`config.mk`:
```
export PLATFORM = sky130hd
export DESIGN_NAME = divisor_sinal_fila_flat
export DESIGN_NICKNAME = d
export VERILOG_FILES = /design/src/rtl/divisor_sinal_fila_if.sv /design/src/rtl/divisor_sinal_fila.sv /design/src/flat_wrapper.sv
export SDC_FILE = /design/constraint.sdc
export NUM_CORES = 1
export LEC_CHECK = 0
export ABC_CLOCK_PERIOD_IN_PS = 3100
export CORE_MARGIN = 5
export CORE_UTILIZATION = 45
export CTS_CLUSTER_SIZE = 16
export DETAILED_ROUTE_END_ITERATION = 12
export PLACE_DENSITY = 0.8
export SYNTH_ARGS = -nofsm -noshare
export SYNTH_HDL_FRONTEND = slang
export SYNTH_SLANG_ARGS = --single-unit
```
`constraint.sdc`:
```
create_clock -name clk -period 3.1 [get_ports clk]
set_input_delay 0.465 -clock clk [delete_from_list [all_inputs] [get_ports clk]]
set_output_delay 0.465 -clock clk [all_outputs]
set_load 0.005 [all_outputs]
```
`src/rtl/divisor_sinal_fila_if.sv`:
```
// ---------------------------------------------------------------------------
// divisor_sinal_fila_if
// Bundle between the instruction source / decode consumer and the
// divisor_sinal_fila decode FIFO.
//   master : the side that supplies instruction words and consumes decoded fields
//   slave  : the decode FIFO itself
// Signals
//   cont, flush, in_valid, instrucao, out_ready              (master -> slave)
//   in_ready, out_valid, opCode, rA, rB, rC, shamt, funct,
//   imm_ext, jump, tipo, count                               (slave -> master)
//   ilegal (only when DIVISOR_ILEGAL_EN is defined)          (slave -> master)
// ---------------------------------------------------------------------------
interface divisor_sinal_fila_if #(
    parameter int XLEN  = 32,
    parameter int DEPTH = 2
);
    logic [3:0]              cont;
    logic                    flush;
    logic                    in_valid;
    logic                    in_ready;
    logic [31:0]             instrucao;
    logic                    out_valid;
    logic                    out_ready;
    logic [5:0]              opCode;
    logic [4:0]              rA;
    logic [4:0]              rB;
    logic [4:0]              rC;
    logic [4:0]              shamt;
    logic [5:0]              funct;
    logic [XLEN-1:0]         imm_ext;
    logic [25:0]             jump;
    logic [1:0]              tipo;
    logic [$clog2(DEPTH):0]  count;
`ifdef DIVISOR_ILEGAL_EN
    logic                    ilegal;
`endif

    modport master (
        output cont, flush, in_valid, instrucao, out_ready,
        input  in_ready, out_valid, opCode, rA, rB, rC, shamt, funct,
               imm_ext, jump, tipo, count
`ifdef DIVISOR_ILEGAL_EN
        , input ilegal
`endif
    );

    modport slave (
        input  cont, flush, in_valid, instrucao, out_ready,
        output in_ready, out_valid, opCode, rA, rB, rC, shamt, funct,
               imm_ext, jump, tipo, count
`ifdef DIVISOR_ILEGAL_EN
        , output ilegal
`endif
    );
endinterface

```
`src/rtl/divisor_sinal_fila.sv`:
```
// ---------------------------------------------------------------------------
// divisor_sinal_fila
// Decodes MIPS-32 instruction words into their fields, extends the 16-bit
// immediate, classifies the word as R/I/J and buffers the result in a
// DEPTH-entry show-ahead FIFO so fetch is decoupled from decode stalls.
// Parameters
//   XLEN     : width of imm_ext (>=16)
//   DEPTH    : FIFO entries (power of 2, >=2)
//   MODE     : 0 = capture on cont==LOAD_CNT, 1 = capture on in_valid&&in_ready
//   LOAD_CNT : cont value that triggers a capture in MODE 0
// Ports
//   clk  : clock, all state on the rising edge
//   rst  : synchronous active-high reset
//   bus  : divisor_sinal_fila_if.slave (input word/strobes, decoded head entry,
//          occupancy count, handshake)
// Optional feature macro: DIVISOR_ILEGAL_EN adds a per-entry ilegal flag on
// bus.ilegal marking unsupported opcodes / R-type functs.
// ---------------------------------------------------------------------------
module divisor_sinal_fila #(
    parameter int XLEN     = 32,
    parameter int DEPTH    = 2,
    parameter int MODE     = 1,
    parameter int LOAD_CNT = 3
) (
    input  logic               clk,
    input  logic               rst,
    divisor_sinal_fila_if.slave bus
);
    localparam int AW = $clog2(DEPTH);
    localparam int CW = AW + 1;

    // andi/ori/xori take a zero-extended immediate, everything else sign-extends
    function automatic logic [XLEN-1:0] ext_imm(input logic [31:0] word);
        logic [XLEN-1:0] res;
        if (word[31:26] == 6'h0C || word[31:26] == 6'h0D || word[31:26] == 6'h0E) begin
            res = XLEN'(word[15:0]);
        end else begin
            res = XLEN'(signed'(word[15:0]));
        end
        return res;
    endfunction

    function automatic logic [1:0] classify(input logic [5:0] op);
        logic [1:0] res;
        case (op)
            6'h00:         res = 2'b00;
            6'h02, 6'h03:  res = 2'b10;
            default:       res = 2'b01;
        endcase
        return res;
    endfunction

`ifdef DIVISOR_ILEGAL_EN
    function automatic logic is_ilegal(input logic [5:0] op, input logic [5:0] fn);
        logic res;
        case (op)
            6'h00: begin
                case (fn)
                    6'h00, 6'h02, 6'h08, 6'h20, 6'h21, 6'h22, 6'h23,
                    6'h24, 6'h25, 6'h26, 6'h27, 6'h2A: res = 1'b0;
                    default:                           res = 1'b1;
                endcase
            end
            6'h02, 6'h03, 6'h04, 6'h05, 6'h08, 6'h09, 6'h0A,
            6'h0C, 6'h0D, 6'h0E, 6'h0F, 6'h23, 6'h2B: res = 1'b0;
            default:                                  res = 1'b1;
        endcase
        return res;
    endfunction

    logic                ilegal_mem_r [DEPTH];
`endif

    logic [31:0]         word_mem_r [DEPTH];
    logic [XLEN-1:0]     imm_mem_r  [DEPTH];
    logic [1:0]          tipo_mem_r [DEPTH];
    logic [AW-1:0]       wr_ptr_r;
    logic [AW-1:0]       rd_ptr_r;
    logic [CW-1:0]       count_r;
    logic                out_valid_r;

    logic                pop_s;
    logic                push_s;
    logic                strobe_s;
    logic                in_ready_s;
    logic [CW-1:0]       count_nxt_s;

    // Handshake: a full FIFO still accepts a word when the head leaves this cycle
    always_comb begin
        pop_s      = out_valid_r && bus.out_ready;
        in_ready_s = !rst && ((count_r < CW'(DEPTH)) || pop_s);
        if (MODE == 0) begin
            strobe_s = (bus.cont == 4'(LOAD_CNT));
        end else begin
            strobe_s = bus.in_valid;
        end
        push_s = strobe_s && in_ready_s;
    end

    // Next occupancy; flush wins over any same-cycle push
    always_comb begin
        count_nxt_s = count_r;
        if (bus.flush) begin
            count_nxt_s = '0;
        end else if (push_s && !pop_s) begin
            count_nxt_s = count_r + CW'(1);
        end else if (pop_s && !push_s) begin
            count_nxt_s = count_r - CW'(1);
        end else begin
            count_nxt_s = count_r;
        end
    end

    // FIFO storage, pointers and occupancy
    always_ff @(posedge clk) begin
        if (rst) begin
            wr_ptr_r    <= '0;
            rd_ptr_r    <= '0;
            count_r     <= '0;
            out_valid_r <= 1'b0;
            for (int i = 0; i < DEPTH; i++) begin
                word_mem_r[i]   <= 32'h0000_0000;
                imm_mem_r[i]    <= '0;
                tipo_mem_r[i]   <= 2'b00;
`ifdef DIVISOR_ILEGAL_EN
                ilegal_mem_r[i] <= 1'b0;
`endif
            end
        end else begin
            count_r     <= count_nxt_s;
            out_valid_r <= (count_nxt_s != '0);
            if (bus.flush) begin
                wr_ptr_r <= '0;
                rd_ptr_r <= '0;
            end else begin
                if (push_s) begin
                    word_mem_r[wr_ptr_r]   <= bus.instrucao;
                    imm_mem_r[wr_ptr_r]    <= ext_imm(bus.instrucao);
                    tipo_mem_r[wr_ptr_r]   <= classify(bus.instrucao[31:26]);
`ifdef DIVISOR_ILEGAL_EN
                    ilegal_mem_r[wr_ptr_r] <= is_ilegal(bus.instrucao[31:26], bus.instrucao[5:0]);
`endif
                    wr_ptr_r <= wr_ptr_r + AW'(1);
                end
                if (pop_s) begin
                    rd_ptr_r <= rd_ptr_r + AW'(1);
                end
            end
        end
    end

    // Show-ahead: decoded fields come straight from the head slot
    assign bus.in_ready  = in_ready_s;
    assign bus.out_valid = out_valid_r;
    assign bus.count     = count_r;
    assign bus.opCode    = word_mem_r[rd_ptr_r][31:26];
    assign bus.rA        = word_mem_r[rd_ptr_r][25:21];
    assign bus.rB        = word_mem_r[rd_ptr_r][20:16];
    assign bus.rC        = word_mem_r[rd_ptr_r][15:11];
    assign bus.shamt     = word_mem_r[rd_ptr_r][10:6];
    assign bus.funct     = word_mem_r[rd_ptr_r][5:0];
    assign bus.jump      = word_mem_r[rd_ptr_r][25:0];
    assign bus.imm_ext   = imm_mem_r[rd_ptr_r];
    assign bus.tipo      = tipo_mem_r[rd_ptr_r];
`ifdef DIVISOR_ILEGAL_EN
    assign bus.ilegal    = ilegal_mem_r[rd_ptr_r];
`endif
endmodule

```
`src/flat_wrapper.sv`:
```
// flat-port wrapper written by rule: the top's interface ports become plain ports
module divisor_sinal_fila_flat 
#(
    parameter int XLEN     = 32,
    parameter int DEPTH    = 2,
    parameter int MODE     = 1,
    parameter int LOAD_CNT = 3
)
  (clk, rst, bus_cont, bus_flush, bus_in_valid, bus_instrucao, bus_out_ready, bus_in_ready, bus_out_valid, bus_opCode, bus_rA, bus_rB, bus_rC, bus_shamt, bus_funct, bus_imm_ext, bus_jump, bus_tipo, bus_count);
  divisor_sinal_fila_if #(.XLEN(XLEN), .DEPTH(DEPTH)) bus_i ();
  input  logic clk;
  input  logic rst;
  input wire logic [$bits(bus_i.cont)-1:0] bus_cont;
  input wire logic [$bits(bus_i.flush)-1:0] bus_flush;
  input wire logic [$bits(bus_i.in_valid)-1:0] bus_in_valid;
  input wire logic [$bits(bus_i.instrucao)-1:0] bus_instrucao;
  input wire logic [$bits(bus_i.out_ready)-1:0] bus_out_ready;
  output wire logic [$bits(bus_i.in_ready)-1:0] bus_in_ready;
  output wire logic [$bits(bus_i.out_valid)-1:0] bus_out_valid;
  output wire logic [$bits(bus_i.opCode)-1:0] bus_opCode;
  output wire logic [$bits(bus_i.rA)-1:0] bus_rA;
  output wire logic [$bits(bus_i.rB)-1:0] bus_rB;
  output wire logic [$bits(bus_i.rC)-1:0] bus_rC;
  output wire logic [$bits(bus_i.shamt)-1:0] bus_shamt;
  output wire logic [$bits(bus_i.funct)-1:0] bus_funct;
  output wire logic [$bits(bus_i.imm_ext)-1:0] bus_imm_ext;
  output wire logic [$bits(bus_i.jump)-1:0] bus_jump;
  output wire logic [$bits(bus_i.tipo)-1:0] bus_tipo;
  output wire logic [$bits(bus_i.count)-1:0] bus_count;
  assign bus_i.cont = bus_cont;
  assign bus_i.flush = bus_flush;
  assign bus_i.in_valid = bus_in_valid;
  assign bus_i.instrucao = bus_instrucao;
  assign bus_i.out_ready = bus_out_ready;
  assign bus_in_ready = bus_i.in_ready;
  assign bus_out_valid = bus_i.out_valid;
  assign bus_opCode = bus_i.opCode;
  assign bus_rA = bus_i.rA;
  assign bus_rB = bus_i.rB;
  assign bus_rC = bus_i.rC;
  assign bus_shamt = bus_i.shamt;
  assign bus_funct = bus_i.funct;
  assign bus_imm_ext = bus_i.imm_ext;
  assign bus_jump = bus_i.jump;
  assign bus_tipo = bus_i.tipo;
  assign bus_count = bus_i.count;
  divisor_sinal_fila #(.XLEN(XLEN), .DEPTH(DEPTH), .MODE(MODE), .LOAD_CNT(LOAD_CNT)) u_core (.clk(clk), .rst(rst), .bus(bus_i));
endmodule
```
Word-level counts from Yosys, hierarchy flattened:

Memory sizes are Yosys's and may differ from the RTL's. A register that Yosys moved wholly into a read port is not among the register bits.
Cells that the tools add are included.

* memories: 3
* word-level logic and storage cells: 67
* output and inout bits: 96
* bits of input ports: 41
* bits in registers: 5
* bits in writable memories: 132

* muxes and demuxes: 32
* eq/ne operators: 5
* $add $sub $neg: 4
* reduce and logical (&&, ||, !) cells: 18
* order comparisons: 1

Memories
* u_core.imm_mem_r: words 2, width 32, rd ports 1, clocked after Yosys merged registers in 1, write ports 2, line divisor_sinal_fila.sv:75 `logic [XLEN-1:0] imm_mem_r [DEPTH];`
* u_core.word_mem_r: words 2, width 32, rd ports 1, clocked after Yosys merged registers in 1, write ports 2, line divisor_sinal_fila.sv:74 `logic [31:0] word_mem_r [DEPTH];`
* u_core.tipo_mem_r: words 2, width 2, rd ports 1, clocked after Yosys merged registers in 1, write ports 2, line divisor_sinal_fila.sv:76 `logic [1:0] tipo_mem_r [DEPTH];`

Operators with widths (count)
* 32-bit two-way mux: 6
* 32-bit OR reduction: 2
* 6-bit by 4-bit == test with 1-bit output, second input constant: 3
* 1-bit two-way mux: 18
* 2-bit two-way mux: 7
* 6-bit by 2-bit == test with 1-bit output, second input constant: 2
* 6-bit logical NOT: 1
* 2-bit OR reduction: 3
* 1-bit logical AND: 5
* 2-bit one-hot mux with 2 select lines: 1
* 1-bit logical NOT: 3
* 1-bit logical OR: 3
* 1-bit adder, second input constant: 2
* 2-bit by 1-bit adder with 2-bit output, second input constant: 1
* 2-bit < comparator, second input constant: 1
* 2-bit nonzero test: 1
* 2-bit by 1-bit subtractor with 2-bit output, second input constant: 1

Logic depth before layout (Yosys ltp):

Gate-level depths: netlist of run 1.

* depth after elaboration: 10
* mapped depth: 5

Least setup slack after synthesis of run 1:

No wires, ideal clock.

* path kind: input port to flip-flop
* start: in rst
* end: mem u_core.imm_mem_r[0][0], enable pin
* path slack: 0.555 ns
* data required time: 2.706 ns
* stages: 4
* library setup time: 0.394 ns
* data arrival time: 2.151 ns
* path through: buf_6 > or4b_4 > a21oi_4 > or2_1

RTL lines
* from (decl): line flat_wrapper.sv:12 `input logic rst;`
* to (decl): line divisor_sinal_fila.sv:75

==> impl_metrics.yaml, run 1 <==
critical_path:
  critPathKind: "register to output port"
  path_max_fanout: 23
  crit_path_start_kind: "register"
  critPathRequiredTime_ps: 2630
  arrival_ps: 2120
  end_kind: "output port"
cells_and_area:
  fin_nets: 406
  area_growth_pct: 32.0
  diodes: 0
  layout-drive-gt1-share_pct: 17.3
place:
  place.gp.congestion: 0.774
  hpwl_um: 5120
  portBuffers: 132
  pre_cts_ws_ps: 448
timing:
  hold_viol: 0
  relSlewSlack_pct: 70.2
  final.setup.tns_ps: 0
  min_period_over_period_pct: 83.5
  fin_skew_ps: 9.70
  slew_violations: 0
  rsz0062_at_grt: "false"
  layout_setup_ws_ps: 512
  fmax_ghz: 0.386
  worst_pin_slew_ps: 443
  min_period_ps: 2590
  finalSetupViolCount: 0
power_and_ir_drop:
  vdd_drop_max_mv: 0.293
  p_leak_nw: 1.88
  pwr_density_cell_nw_per_um2: 469
floorplanning:
  core-area_um2: 8260
  die_w_um: 102
  start_util_pct: 46.3
  design.portCount: 137
  die_area_um2: 10400
  die_y_um: 102
  rows: 33
routing:
  final_antenna_net_count: 0
  remaining_drc_errors: 0
  wl_per_cell_um: 15.5
  firstDrtPassIters: 4
  vias: 2265
  routed_wl_um: 7350
  first_iter_violations: 73
  viasPerCell: 4.77
clocking:
  root_buffer: "clkbuf_8"
  ctsHoldBuffers: 0
  postCtsSetupRepairBufs: 0
  cts_tree: "yes"
  cts_resized: 0
  cts.reportedPaths.clkPinSlew_ps: 80
  htreeDepth: 3
  clk-insertion-delay-late_ps: 340
  cts_inserted_buffers: 9
  clock_sinks: 76
  cts_buffer_depth: 2
yosys:
  ys_async_sr_fraction_pct: 0
  yosys_warnings: 0
  post_synth.cell_area_avg_um2: 13.4
  ys.flop_type: "edfxtp_1"
  synthCells: 286
  synth_area_um2: 3830
  syn_nets: 327
  synth_cell_types: 31
  ys_ff_latch: 76
  yosysSeqAreaShare_pct: 58.1
  synth-edff-count: 70
grt:
  grt_max_degree: 37
  gr-total-overflow: 0
  grt_pass1_vias: 2364
  track_usage_pct: 14.4
  antenna_found_initial: 0
  grt_first_pass_wirelength_um: 11600
status:
  status: "complete, no violations"
hold_path:
  hp-class: "register to register"
flow_run:
  max-cap-violations: 0
-- flip-flops by register name, indices dropped and copies added, names as in the netlist, named ones only --
name and flops:
u_core.rd_ptr_r 1, u_core.bus.count 2, u_core.bus.out_valid 1, u_core.word_mem_r 34, u_core.imm_mem_r 32, u_core.wr_ptr_r 1
u_core.tipo_mem_r 4
-- placed cells by master (no fill, tap or decap), drive strengths merged --
cell type | Yosys | layout
o21bai | 1 | 1
clkbuf | 2 | 9
xor2 | 2 | 2
or2 | 2 | 2
buf | 68 | 6
clkdlybuf4s50 | 0 | 132
bufinv | 0 | 2
o31a | 2 | 2
and3 | 4 | 4
a21boi | 2 | 2
a21oi | 4 | 4
dfxtp | 6 | 6
or4b | 1 | 1
o21a | 2 | 2
or3 | 1 | 1
clkinv | 0 | 2
and2 | 64 | 64
inv | 1 | 4
nand2b | 1 | 1
nor2b | 2 | 2
nor3 | 2 | 2
nand4 | 1 | 1
nor4 | 2 | 2
mux2 | 35 | 35
edfxtp | 70 | 70
a2111oi | 1 | 1
nand2 | 5 | 5
mux2i | 2 | 2
nor2 | 3 | 3
-- final cells by class --
class | count | area, µm²
Clock inverter | 7 | 106
Fill cell | 675 | 3210
Sequential cell | 76 | 2220
Inverter | 1 | 3.75
Timing Repair Buffer | 138 | 1380
Clock buffer | 9 | 124
Tap cell | 105 | 131
Multi-Input combinational cell | 139 | 1080
-- kinds of logic after synthesis --
group	after synthesis	synth area share (%)
buffers and inverters	71	13.6
DFF	76	58.1
AOI/OAI and AO/OA	12	2.98
muxes	37	10.8
and+or+nand+nor	88	14.1
xor gates and xnor gates	2	0.458
-- metrics by stage --
| stage | hold WS (ps) | util, % | total power, mW | area [µm²] | cells |
|---|---|---|---|---|---|
| floorplan | 445 | - | 1.38 | 3830 | 286 |
| global placement | 457 | 58.4 | 1.54 | 4820 | 459 |
| detailed placement | 471 | 58.4 | 1.55 | 4820 | 459 |
| CTS | 483 | 61.2 | 2.40 | 5050 | 475 |
| global route | 534 | 61.2 | 2.48 | 5050 | 475 |
| finish | 479 | 61.2 | 2.37 | 5050 | 475 |
-- critical path: stages, from the launching register on --
cell and delay (ps):
dfxtp_2 520, buf_4 390, mux2_2 410, clkdlybuf4s50_1 460
-- worst paths after layout --
path,start,to,slack (ps),cells after the start
setup reg to reg,u_core.bus.out_valid,u_core.word_mem_r[1][21],1200,4
hold reg to reg,u_core.wr_ptr_r,u_core.wr_ptr_r,480,2
setup / recovery,register,bus_imm_ext[7],510,3
hold / removal,u_core.wr_ptr_r,u_core.wr_ptr_r,480,2
-- Yosys cell counts, types with 3 or more instances --
cell       n  area, µm²
mux2_2    35        394
a21oi_1    3       15.0
buf_4     58        435
edfxtp_1  70       2100
buf_6      4       45.0
dfxtp_1    6        120
nor2_1     3       11.3
nand2_1    4       15.0
and2_1    64        400
and3_1     4       25.0
buf_2      5       25.0
-- metal layers --
metal | up-vias | GRT usage [%] | share of wire (%)
met5 | - | 0 | 0
met4 | 0 | 4.24 | 0.82
met3 | 7 | 4.98 | 8.5
met2 | 89 | 25.1 | 51
met1 | 1076 | 16.7 | 40
li1 | 1093 | - | -
-- where the power goes --
group	switching, mW	internal [mW]	total, mW
Clock	0.383	0.467	0.850
Combinational	0.120	0.217	0.337
Sequential	0.0152	1.17	1.18
Total	0.519	1.85	2.37
(Power assumes the default switching activity.)
==> run 2: changes to the inputs <==
- ABC_CLOCK_PERIOD_IN_PS: 3100 -> 2300
- CORE_UTILIZATION: 45 -> 41
- PLACE_DENSITY: 0.8 -> 0.77
- clock period: 3.1 -> 2.3 ns (I/O delays scaled with it)
==> run 2 against run 1 <==
- register-to-register slack worse by 640 ps
- global-route usage is 0.66 points lower
- worst setup slack worse by 340 ps
- clock-buffer cell count stayed put
- clock power is 14% higher
- clock skew is 2.9 ps lower
- flip-flop and latch count stayed put
==> impl_metrics.yaml, run 2 (same netlist as run 1, synthesis figures left out) <==
cells_and_area:
  largest_register_ffs: 34
  final_cell_mix: "clkdlybuf4s50_1, edfxtp_1, and2_1"
  largest_registers: "u_core.word_mem_r (34), u_core.imm_mem_r (32), u_core.tipo_mem_r (4)"
  design_area_um2: 5110
  regMostFlops: "u_core.word_mem_r"
  layout-drive-gt1-share_pct: 17.9
  final_common_cell: "clkdlybuf4s50_1"
  fin_nets: 411
  area_growth_pct: 33.5
  diodes: 0
floorplanning:
  start_util_pct: 41.8
  rows: 35
  die_y_um: 107
  design.portCount: 137
  die_area_um2: 11400
  die_w_um: 107
  core-area_um2: 9150
grt:
  grt_max_degree: 37
  grt_pass1_vias: 2439
  track_usage_pct: 13.7
  gr-total-overflow: 0
  grt_first_pass_wirelength_um: 12200
  antenna_found_initial: 0
place:
  portBuffers: 132
  hpwl_um: 5360
  placed_cell_area_um2: 4920
  pre_cts_ws_ps: 114
  place.gp.congestion: 0.735
timing:
  layout_setup_ws_ps: 167
  final.setup.tns_ps: 0
  relSlewSlack_pct: 71.0
  rsz0062_at_grt: "false"
  slew_violations: 0
  fin_skew_ps: 6.76
  min_period_over_period_pct: 92.7
  hold-worst-slack_ps: 498
  min_period_ps: 2130
  finalSetupViolCount: 0
  hold_viol: 0
  fmax_ghz: 0.469
  worst_pin_slew_ps: 434
critical_path:
  arrival_ps: 1790
  r2r-end: "u_core.word_mem_r[0][17]"
  crit_path_max_incr_delay_ps: 480
  path_max_fanout: 35
  crit_path_start_kind: "register"
  slowest_stage: "clkdlybuf4s50_1"
  critPathKind: "register to output port"
  critPathRequiredTime_ps: 1960
  timing.critical_path.buf_inv: 2
  timing.rr.start: "u_core.wr_ptr_r"
  r2r_cells: 4
  crit_path_cell_trace: "buf_12 -> mux2_4 -> clkdlybuf4s50_1"
  end_kind: "output port"
  cp_top_family: "buffers and inverters"
  regToRegSetupSlack_ps: 560
clocking:
  root_buffer: "clkbuf_8"
  htreeDepth: 3
  clk-insertion-delay-late_ps: 330
  clock_sinks: 76
  cts_buffer_depth: 2
  cts.reportedPaths.clkPinSlew_ps: 70
  cts_tree: "yes"
  postCtsSetupRepairBufs: 0
  cts_inserted_buffers: 9
power_and_ir_drop:
  clock_power_share_pct: 31.9
  vdd_drop_max_mv: 0.236
  pwr_density_cell_nw_per_um2: 596
  p_leak_nw: 1.89
  power.switching_uw: 667
  pwr-share-seq_pct: 52.4
  swShare_pct: 21.9
  total_power_mw: 3.04
  internal_power_mw: 2.38
  pwr-share-comb_pct: 15.7
hold_path:
  hold_start: "u_core.wr_ptr_r"
  hp-class: "register to register"
  hold_depth: 2
  min_to: "u_core.wr_ptr_r"
routing:
  routed_wl_um: 7650
  wl_per_cell_um: 15.8
  firstDrtPassIters: 4
  viasPerCell: 4.78
  final_antenna_net_count: 0
  vias: 2320
  remaining_drc_errors: 0
  first_iter_violations: 46
flow_run:
  max-cap-violations: 0
status:
  status: "complete, no violations"
==> run 2: cell types whose count changed in the layout (fill, tap and decap cells not counted) <==
cell / before / now
inv_6: 2 / 1
buf_4: 5 / 6
mux2_2: 35 / 34
clkinvlp_4: 0 / 3
inv_8: 1 / 0
buf_12: 1 / 5
clkinv_4: 2 / 0
bufinv_16: 2 / 1
clkinv_1: 0 / 1
mux2_4: 0 / 1
==> run 2: tightest hold or removal path, cell delays in order (launching register included) <==
cell and delay [ps]:
dfxtp_1 340, nand2_1 60, o21bai_1 60
==> run 2: power by group through the flow <==
stage / Sequential, mW / Clock (mW) / Combinational (mW)
floorplan: 1.62 / 0 / 0.236
global placement: 1.62 / 0 / 0.475
detailed placement: 1.63 / 0 / 0.485
CTS: 1.60 / 1.00 / 0.487
global route: 1.60 / 1.06 / 0.515
finish: 1.60 / 0.972 / 0.477
==> run 2: layout make-up <==
cell class	instances	area (µm²)
fillers	782	4040
flip-flops and latches	76	2220
repair buffers	143	1470
multi-input cells	139	1090
well taps	111	139
clock buffers	9	124
clock inverters	6	65.1
inverters	1	3.75
==> run 2: worst max-delay path by stage <==
stage | from | end | slack (ps) | depth (start not counted)
2_1_floorplan | u_core.bus.out_valid | u_core.imm_mem_r[1][0] | 40 | 3
3_3_place_gp | bus_flush | u_core.word_mem_r[0][17] | 140 | 5
6_report | register | bus_imm_ext[24] | 170 | 3
5_1_grt | register | bus_imm_ext[24] | 90 | 3
4_1_cts | register | bus_imm_ext[16] | 30 | 3
3_5_place_dp | bus_flush | u_core.word_mem_r[0][23] | 110 | 5
==> run 2: metal layers <==
metal	share of wire [%]	vias to the layer above	wire length, µm	GRT usage (%)
met1	40	1126	3030	15.9
met3	7.1	8	545	4.46
met5	0	-	0	0
met2	52	87	3970	24.4
met4	1.2	0	95	3.56
li1	-	1099	-	-
==> run 2: stage by stage <==
| stage | util (%) | cells |
|---|---|---|
| 2_1_floorplan | - | 286 |
| 3_3_place_gp | 53.7 | 470 |
| 3_5_place_dp | 53.7 | 470 |
| 4_1_cts | 55.8 | 485 |
| 5_1_grt | 55.8 | 485 |
| 6_report | 55.8 | 485 |
==> run 2: repair_timing <==
item / in CTS / in global routing
hold buffers: 0 / 0
gates resized for setup: 0 / 1
endpoints found under the setup margin: 0 / 16
==> run 3: changes to the inputs <==
- CORE_MARGIN: 5 -> 2
==> run 3 against run 2 <==
- utilization rose by 0.63 points
- die area fell by 11%
- sequential power barely moved
- power rose by 7.0%
- critical endpoint is now bus_imm_ext[23]
==> impl_metrics.yaml, run 3 (same netlist as run 1, synthesis figures left out) <==
grt:
  track_usage_pct: 14.5
  grt_pass1_vias: 2284
  grt_max_degree: 36
  gr-total-overflow: 0
  grt_first_pass_wirelength_um: 11200
  antenna_found_initial: 0
critical_path:
  r2r-end: "u_core.word_mem_r[0][31]"
  slowest_stage: "clkdlybuf4s50_1"
  critical_path.endpoint: "bus_imm_ext[23]"
  end_kind: "output port"
  path_max_fanout: 16
  regToRegSetupSlack_ps: 630
  critPathRequiredTime_ps: 1960
  critPathKind: "register to output port"
  crit_path_max_incr_delay_ps: 480
  crit_path_start_kind: "register"
  timing.rr.start: "u_core.wr_ptr_r"
  r2r_cells: 4
  crit_path_cell_trace: "buf_4 -> mux2_2 -> clkdlybuf4s50_1"
  arrival_ps: 1790
cells_and_area:
  area_growth_pct: 35.0
  largest_registers: "u_core.word_mem_r (34), u_core.imm_mem_r (32), u_core.tipo_mem_r (4)"
  nFillCells: 777
  fin_util_pct: 56.4
  largest_register_ffs: 34
  fin_nets: 415
  final_cell_mix: "clkdlybuf4s50_1, edfxtp_1, and2_1"
  diodes: 0
  final_common_cell: "clkdlybuf4s50_1"
  design_area_um2: 5170
  regMostFlops: "u_core.word_mem_r"
  layout-drive-gt1-share_pct: 18.5
routing:
  wl_per_cell_um: 14.7
  viasPerCell: 4.76
  first_iter_violations: 74
  remaining_drc_errors: 0
  firstDrtPassIters: 4
  routed_wl_um: 7220
  final_antenna_net_count: 0
  vias: 2330
place:
  place.gp.congestion: 0.752
  hpwl_um: 5090
  pre_cts_ws_ps: 137
  placed_cell_area_um2: 4930
  portBuffers: 132
clocking:
  cts_tree: "yes"
  clock_sinks: 76
  root_buffer: "clkbuf_8"
  cts_inserted_buffers: 9
  ctsHoldBuffers: 0
  clk-insertion-delay-late_ps: 340
  cts.reportedPaths.clkPinSlew_ps: 70
  cts_resized: 0
  htreeDepth: 3
  cts_buffer_depth: 2
  postCtsSetupRepairBufs: 0
floorplanning:
  die_y_um: 101
  design.portCount: 137
  die_w_um: 101
  rows: 35
  start_util_pct: 41.8
  core-area_um2: 9150
  die_area_um2: 10100
flow_run:
  max-cap-violations: 0
power_and_ir_drop:
  total_power_mw: 3.26
  pwr-share-comb_pct: 14.6
  pwr-share-seq_pct: 49.0
  p_leak_nw: 1.93
  power.switching_uw: 650
  swShare_pct: 20.0
  vdd_drop_max_mv: 0.423
  pwr_density_cell_nw_per_um2: 631
  internal_power_mw: 2.61
  clock_power_share_pct: 36.4
timing:
  relSlewSlack_pct: 70.7
  min_period_ps: 2130
  layout_setup_ws_ps: 168
  rsz0062_at_grt: "false"
  min_period_over_period_pct: 92.7
  hold_viol: 0
  slew_violations: 0
  worst_pin_slew_ps: 436
  fin_skew_ps: 11.8
  finalSetupViolCount: 0
  final.setup.tns_ps: 0
  fmax_ghz: 0.469
hold_path:
  hp-class: "register to register"
status:
  status: "complete, no violations"
-- run 3: routing by layer --
metal	vias up	routed length [µm]	GRT usage, %
li1	1115	-	-
met1	1132	3010	17.2
met2	81	3680	24.8
met3	2	490	4.92
met4	0	39	4.43
met5	-	0	0
-- run 3: critical path: cells and delay by family, from the launching register on --
family	cells	cell delay [ps]
multiplexers	1	460
buffers and inverters	2	650
flip-flops	1	340
-- run 3: power groups by stage --
stage                     sequential, mW  clock, mW  combinational, mW
final                               1.60       1.19              0.476
after global routing                1.60       1.27              0.513
after CTS                           1.60       1.21              0.485
after detailed placement            1.63          0              0.483
after global placement              1.62          0              0.474
after floorplan                     1.62          0              0.236
-- run 3: worst min path at each step --
stage               startpoint         endpoint  cells past startpoint
2_1_floorplan        bus_flush         register                      1
3_3_place_gp   u_core.wr_ptr_r  u_core.wr_ptr_r                      2
3_5_place_dp   u_core.wr_ptr_r  u_core.wr_ptr_r                      2
4_1_cts        u_core.wr_ptr_r  u_core.wr_ptr_r                      2
5_1_grt        u_core.wr_ptr_r  u_core.wr_ptr_r                      2
6_report       u_core.wr_ptr_r  u_core.wr_ptr_r                      2
-- run 3: layout make-up --
class	count	area (µm²)	share of cell area (%)
sequential	76	2220	43.0
timing repair buffer	147	1480	28.7
multi-input combinational	139	1080	21.0
tap	111	139	2.69
clock buffer	12	135	2.62
clock inverter	4	97.6	1.89
inverter	1	3.75	0.0727
-- run 3: metrics by stage --
| step | hold WS [ps] | cells |
|---|---|---|
| 2_1_floorplan | 424 | 286 |
| 3_3_place_gp | 460 | 474 |
| 3_5_place_dp | 488 | 474 |
| 4_1_cts | 498 | 490 |
| 5_1_grt | 553 | 490 |
| 6_report | 500 | 490 |
